## config.mk

```make
export PLATFORM = sky130hd
export DESIGN_NAME = trap_sequencer
export DESIGN_NICKNAME = d
export VERILOG_FILES = /design/src/rtl/trap_sequencer.sv
export SDC_FILE = /design/constraint.sdc
export NUM_CORES = 1
export LEC_CHECK = 0
export ABC_CLOCK_PERIOD_IN_PS = 8100
export CAP_MARGIN = 20
export CORE_MARGIN = 2
export CORE_UTILIZATION = 35
export CTS_CLUSTER_SIZE = 40
export DETAILED_ROUTE_END_ITERATION = 8
export DONT_BUFFER_PORTS = 1
export SLEW_MARGIN = 30
export SYNTH_ARGS = -nofsm -noshare
export SYNTH_HDL_FRONTEND = slang
export SYNTH_SLANG_ARGS = --single-unit
export TNS_END_PERCENT = 5
```

## constraint.sdc

```tcl
create_clock -name CLK -period 8.1 [get_ports CLK]
set_input_delay 2.43 -clock CLK [delete_from_list [all_inputs] [get_ports CLK]]
set_output_delay 2.43 -clock CLK [all_outputs]
set_load 0.005 [all_outputs]
```

## src/rtl/trap_sequencer.sv

```systemverilog
`default_nettype none
// +----------------------------------------------------------------------------+
// | Module      : trap_sequencer                                               |
// | Description : Machine-mode trap entry / mret sequencer driving a CSR file  |
// |               through a single shared address/data port.                   |
// |               Optional feature macro: TRAP_VECTORED_EN (vectored mtvec).   |
// | Revision    : 1.0 - initial release                                        |
// +----------------------------------------------------------------------------+
module trap_sequencer #(
    parameter logic [63:0] MTVEC_RESET = 64'h0
) (
    input  logic        CLK,
    input  logic        RESET,
    input  logic        TRAP_REQ,
    input  logic [63:0] TRAP_CAUSE,
    input  logic [63:0] EPC_IN,
    input  logic        RET_REQ,
    input  logic [63:0] CSR_RDATA,
    output logic [11:0] CSR_ADDR,
    output logic [63:0] CSR_WDATA,
    output logic        CSR_WE,
    output logic        BUSY,
    output logic        DONE,
    output logic [63:0] NEW_PC,
    output logic [1:0]  PRIV
);

    localparam logic [11:0] c_ADDR_MSTATUS = 12'h300;
    localparam logic [11:0] c_ADDR_MTVEC   = 12'h305;
    localparam logic [11:0] c_ADDR_MEPC    = 12'h341;
    localparam logic [11:0] c_ADDR_MCAUSE  = 12'h342;
    localparam logic [63:0] c_CAUSE_ILLEGAL = 64'd2;
    localparam logic [1:0]  c_PRIV_M = 2'b11;
    localparam logic [1:0]  c_PRIV_U = 2'b00;

    localparam logic [2:0] c_IDLE     = 3'd0;
    localparam logic [2:0] c_T_CAUSE  = 3'd1;
    localparam logic [2:0] c_T_EPC    = 3'd2;
    localparam logic [2:0] c_T_STATUS = 3'd3;
    localparam logic [2:0] c_T_VEC    = 3'd4;
    localparam logic [2:0] c_R_STATUS = 3'd5;
    localparam logic [2:0] c_R_EPC    = 3'd6;
    localparam logic [2:0] c_FIN      = 3'd7;

    logic [2:0]  r_state;
    logic [2:0]  w_next_state;
    logic [63:0] r_cause;
    logic [63:0] r_epc;
    logic [63:0] r_new_pc;
    logic [1:0]  r_priv;
    logic [1:0]  r_ret_priv;
    logic [63:0] w_base;
    logic [63:0] w_target;
    logic [63:0] w_status_trap;
    logic [63:0] w_status_ret;
    logic [1:0]  w_ret_priv;
    logic        w_unused;

    assign w_base = {CSR_RDATA[63:2], 2'b00};

`ifdef TRAP_VECTORED_EN
    assign w_target = (CSR_RDATA[1:0] == 2'b01 && r_cause[63])
                    ? w_base + {50'd0, r_cause[11:0], 2'b00}
                    : w_base;
`else
    assign w_target = w_base;
`endif

    // Trap entry: MPIE <- MIE, MIE <- 0, MPP <- current privilege
    always_comb begin
        w_status_trap        = CSR_RDATA;
        w_status_trap[7]     = CSR_RDATA[3];
        w_status_trap[3]     = 1'b0;
        w_status_trap[12:11] = r_priv;
    end

    // mret: MIE <- MPIE, MPIE <- 1, MPP <- U; unsupported S/H modes fall back to U
    always_comb begin
        w_status_ret        = CSR_RDATA;
        w_status_ret[3]     = CSR_RDATA[7];
        w_status_ret[7]     = 1'b1;
        w_status_ret[12:11] = c_PRIV_U;
        w_ret_priv = (CSR_RDATA[12:11] == c_PRIV_M) ? c_PRIV_M : c_PRIV_U;
    end

    assign w_unused = ^{MTVEC_RESET, CSR_RDATA[1:0]};

    always_ff @(posedge CLK or posedge RESET) begin
        if (RESET) begin
            r_state    <= c_IDLE;
            r_cause    <= 64'd0;
            r_epc      <= 64'd0;
            r_new_pc   <= 64'd0;
            r_priv     <= c_PRIV_M;
            r_ret_priv <= c_PRIV_U;
        end else begin
            r_state <= w_next_state;
            case (r_state)
                c_IDLE: begin
                    if (TRAP_REQ) begin
                        r_cause <= TRAP_CAUSE;
                        r_epc   <= EPC_IN;
                    end else if (RET_REQ && r_priv != c_PRIV_M) begin
                        r_cause <= c_CAUSE_ILLEGAL;
                        r_epc   <= EPC_IN;
                    end
                end
                c_T_VEC: begin
                    r_new_pc <= w_target;
                    r_priv   <= c_PRIV_M;
                end
                c_R_STATUS: r_ret_priv <= w_ret_priv;
                c_R_EPC: begin
                    r_new_pc <= w_base;
                    r_priv   <= r_ret_priv;
                end
                default: ;
            endcase
        end
    end

    always_comb begin
        w_next_state = r_state;
        CSR_ADDR     = 12'd0;
        CSR_WDATA    = 64'd0;
        CSR_WE       = 1'b0;
        case (r_state)
            c_IDLE: begin
                if (TRAP_REQ)
                    w_next_state = c_T_CAUSE;
                else if (RET_REQ)
                    w_next_state = (r_priv == c_PRIV_M) ? c_R_STATUS : c_T_CAUSE;
            end
            c_T_CAUSE: begin
                CSR_ADDR     = c_ADDR_MCAUSE;
                CSR_WDATA    = r_cause;
                CSR_WE       = 1'b1;
                w_next_state = c_T_EPC;
            end
            c_T_EPC: begin
                CSR_ADDR     = c_ADDR_MEPC;
                CSR_WDATA    = r_epc;
                CSR_WE       = 1'b1;
                w_next_state = c_T_STATUS;
            end
            c_T_STATUS: begin
                CSR_ADDR     = c_ADDR_MSTATUS;
                CSR_WDATA    = w_status_trap;
                CSR_WE       = 1'b1;
                w_next_state = c_T_VEC;
            end
            c_T_VEC: begin
                CSR_ADDR     = c_ADDR_MTVEC;
                w_next_state = c_FIN;
            end
            c_R_STATUS: begin
                CSR_ADDR     = c_ADDR_MSTATUS;
                CSR_WDATA    = w_status_ret;
                CSR_WE       = 1'b1;
                w_next_state = c_R_EPC;
            end
            c_R_EPC: begin
                CSR_ADDR     = c_ADDR_MEPC;
                w_next_state = c_FIN;
            end
            c_FIN: w_next_state = c_IDLE;
            default: w_next_state = c_IDLE;
        endcase
    end

    assign BUSY   = (r_state != c_IDLE);
    assign DONE   = (r_state == c_FIN);
    assign NEW_PC = r_new_pc;
    assign PRIV   = r_priv;

endmodule
`default_nettype wire

```

* After elaboration in Yosys (flattened, before gate mapping)
Index checks and enable logic that the tools add are counted.
** Cells by class
- Equality and inequality tests :: 11
- Muxes and demuxes :: 13
- Reduce and logical (&&, ||, !) cells :: 10
** Operators by type and width (number)
- 2-to-1 mux 64 bit :: 4
- one-hot mux 64 bit (4 select lines) :: 1
- one-hot mux 10 bit (4 select lines) :: 1
- one-hot mux 3 bit (7 select lines) :: 1
- == test 3 bit (second input constant) :: 4
- 2-to-1 mux 3 bit :: 3
- == test 3 x 2 -> 1 bit (second input constant) :: 2
- OR reduction 2 bit :: 3
- == test 2 bit (second input constant) :: 2
- one-hot mux 2 bit (2 select lines) :: 1
- nonzero test 2 bit :: 2
- OR reduction 4 bit :: 1
- == test 3 x 1 -> 1 bit (second input constant) :: 1
- zero test 3 bit :: 1
- inequality test 3 bit (second input constant) :: 1
- nonzero test 3 bit :: 1
- 2-to-1 mux 2 bit :: 1
- inequality test 2 bit (second input constant) :: 1
- AND reduction 2 bit :: 1
- logical AND 1 bit :: 1
- 2-to-1 mux 1 bit :: 1
** Word-level totals
- Bits in registers :: 197
- Input port bits :: 196
- Output and inout bits :: 145
- Word-level logic and storage cells :: 40

* Longest topological paths before layout
- Depth after elaboration :: 5
- Gate-level depth with buffers :: 6
- Mapped depth without buffers :: 3

* Worst setup path after synthesis
OpenSTA, ideal clock, no wires.
- Path kind :: input port to output port
- Start point :: in CSR_RDATA[10]
- End point :: out CSR_WDATA[10]
- Arrival time :: 2.897 ns
- Required time :: 5.670 ns
- Path slack :: 2.773 ns
- Stages on the path :: 3
- Path buffers :: 0
- Cell sequence :: mux2_2 a22oi_1 o21ai_0
** On the way
- Longest elaborated chain between the ends :: 1
** RTL lines
- start: declaration :: line 18 : input logic [63:0] CSR_RDATA,
- one-hot mux 64 bit (4 select lines) :: line 127 : case (r_state)
- end: declaration :: line 20 : output logic [63:0] CSR_WDATA,
Every way passes these cells.

* Final worst setup path
- Start point :: in CSR_RDATA[19]
- End point :: out CSR_WDATA[19]
Same word-level chain as after synthesis.

==> qor.txt <==
Depth of the CTS H-tree - 4
Power share of the clock group - 20.0%
Post-cts gate resize count - 0
Bufs on Longest Clock Path - 2
Most common cell after layout, fill and taps aside - dfrtp_1
Clock tree from TritonCTS - done
CTS clk-pin slew, worst paths - 70 ps
Clock period minus final worst setup slack - 5410 ps
GRT Total Usage - 18.1%
Layout fillers - 2489
Initial detailed-routing violation count - 323
Vias in the first global route - 6352
Routability Congestion - 0.761
Residual antenna-violating net count after detailed routing - 0
Share of power burned in combinational logic - 38.3%
Startpoint of the worst register-to-register path - r_state[0]
Root buffer cell - clkbuf_16
Core area - 26100 sq um
Top area cells in the synthesized netlist - dfrtp_1, mux2_2, mux2_4
Slew at the pin with the worst max-slew slack - 938 ps
Leakage Power - 0.00444 uW
Worst setup path startpoint - CSR_RDATA[19]
Result of the run - finished, violations left
Post-CTS Repair Setup Buffers - 0
Inserted Clock Buffers - 17
Highest net fanout along the worst path - 3
Total iterations of the first detailed-routing run - 8
Reg2Reg Setup Slack - 4660 ps
Worst hold path stage count - 1
Max-capacitance violation count - 0
Post-Syn Instances - 722
Post-synthesis instance area - 9350 sq um
Grt total ovfl - 0
Most frequent cells in the layout - dfrtp_1, mux2_2, o21ai_0
Headroom to the max-slew limit - 37.5%
Area share of the largest cell type after synthesis - 51.9%
Launch point of the worst hold path - r_epc[0]
Max Transition Viols Final - 0
Hold Violations, Final - 0
Width of the chip - 167 microns
Sw Ratio - 35.9%
Synth warnings - 0
Area of the multi-input gates - 4060 sq um
Power consumption - 4390 uW
Area of the die - 28000 sq um
Share of final-layout standard cells stronger than drive strength 1 - 31.0%
Number of cell instances on the worst register-to-register path - 5
Yosys top cell by area - dfrtp_1
Required time of the worst setup path - 5670 ps
Final-report setup violation count - 0
Top achievable clock speed - 0.185 GHz
Area occupied by registers - 4890 sq um
Worst VDD drop - 0.216 mV
Net switching power - 1580 uW
Diode insertion count for antenna repair - 0
DRC errors left - 21
Internal Power - 2810 uW
Area Growth Syn to Fin - 8.43%
Routed len/inst - 24.9 microns
Worst path setup slack after routing - 2690 ps
Setup repair after global routing missed its margin - false
Starting utilization of the core area - 35.8%
Number of antenna violations at the first check in global routing - 0
Synthesis-stage register bit count - 195
Via count - 5933
Worst-Skew Late Latency - 430 ps
Violations in the final reports - DRC
Distinct cells, synth - 28
Number of placement rows - 59
Worst clock skew - 12.3 ps
Worst hold path class - flop to flop
Worst slack at placement - 2690 ps
Signal arrival time at the worst endpoint - 2980 ps
Reg power frac - 41.7%
Syn avg cell area - 12.9 sq um
Die span in y - 167 microns
Sequential fraction of the synthesis area - 52.2%
Wire length of the first global-routing pass - 39.1 mm
Final Routed Wirelength - 25.6 mm
Setup TNS - 0 ps
Setup CP Type - input pin to primary output
Startpoint type of the worst setup path - input pin
Worst Hold End - r_epc[0]
Largest net degree at the start of global routing - 129
Vias/cell - 5.75
TritonCTS sink count - 195
Final Net Count - 880
Capturing element type of the critical path - primary output
Power density of the placed cells - 433 nW/um^2
Dpl hpwl - 16.9 mm
Io pins - 341
Post-CTS Hold Fix Bufs - 0
I/O Buffers - 0
Hold Worst Slack - 505 ps
Period Utilization, post-route - 66.8%
Crit Reg-Reg Endpoint - r_epc[62]
Yosys cell counts (all sizes together):
| library cell | n |
|---|---|
| a21o | 1 |
| a21oi | 5 |
| a22o | 63 |
| a22oi | 35 |
| a32oi | 28 |
| and2 | 1 |
| and3 | 1 |
| and3b | 2 |
| buf | 60 |
| clkbuf | 17 |
| conb | 1 |
| dfrtp | 194 |
| dfstp | 1 |
| inv | 5 |
| mux2 | 161 |
| mux2i | 29 |
| nand2 | 33 |
| nand2b | 3 |
| nand3 | 3 |
| nor2 | 7 |
| nor2b | 4 |
| nor3 | 1 |
| nor4b | 1 |
| o21ai | 66 |
worst max-delay path by stage:
stage,slack (ps),to,depth (start not counted)
after floorplan,360,NEW_PC[10],1
after global placement,2680,CSR_WDATA[21],3
after detailed placement,2690,CSR_WDATA[21],3
after CTS,2610,CSR_WDATA[21],4
after global routing,2540,CSR_WDATA[61],4
final,2690,CSR_WDATA[19],3
per-layer routing:
layer | vias up | global-route usage, % | part of all wire, %
li1 | 2592 | - | -
met1 | 3042 | 23.3 | 42
met2 | 284 | 29.6 | 48
met3 | 15 | 5.84 | 8.8
met4 | 0 | 4.35 | 0.98
met5 | - | 0 | 0
layout make-up:
type / instances / share of cell area [%]
sequential: 195 / 48.2
multi-input combinational: 452 / 40.1
clock buffer: 18 / 4.23
tap: 335 / 4.14
clock inverter: 13 / 1.59
timing repair buffer: 13 / 1.44
inverter: 5 / 0.309
flip-flops by register name (all words and copies together), names as in the netlist:
register,flops
r_epc,64
r_cause,64
NEW_PC,62
r_state,3
PRIV,1
r_ret_priv,1
stage by stage:
stage,utilization (%),std cells,cell area [sq um]
after CTS,38.6,1030,10100
after floorplan,-,729,9370
final,38.8,1031,10100
after global routing,38.8,1031,10100
after global placement,36.2,997,9470
after detailed placement,36.4,999,9510
power groups by stage:
| stage | sequential (uW) | clock, uW | combinational, uW |
|---|---|---|---|
| 3_5_place_dp | 1840 | 0 | 1680 |
| 5_1_grt | 1890 | 950 | 1830 |
| 2_1_floorplan | 1670 | 0 | 1450 |
| 4_1_cts | 1830 | 905 | 1690 |
| 3_3_place_gp | 1840 | 0 | 1630 |
| 6_report | 1830 | 880 | 1680 |
cells by family after synthesis:
family | count (synthesis) | share of synthesized area [%]
compound gates | 198 | 15.3
simple gates | 56 | 2.82
mux | 190 | 24.7
other cells | 1 | 0.0401
flops | 195 | 52.2
buf+inv | 82 | 4.91
worst max-delay path, cell delays in order:
cell and delay [ps]:
mux2_2 250, a22oi_1 140, o21ai_0 160
Note: power is estimated with default switching activity, not from simulation.
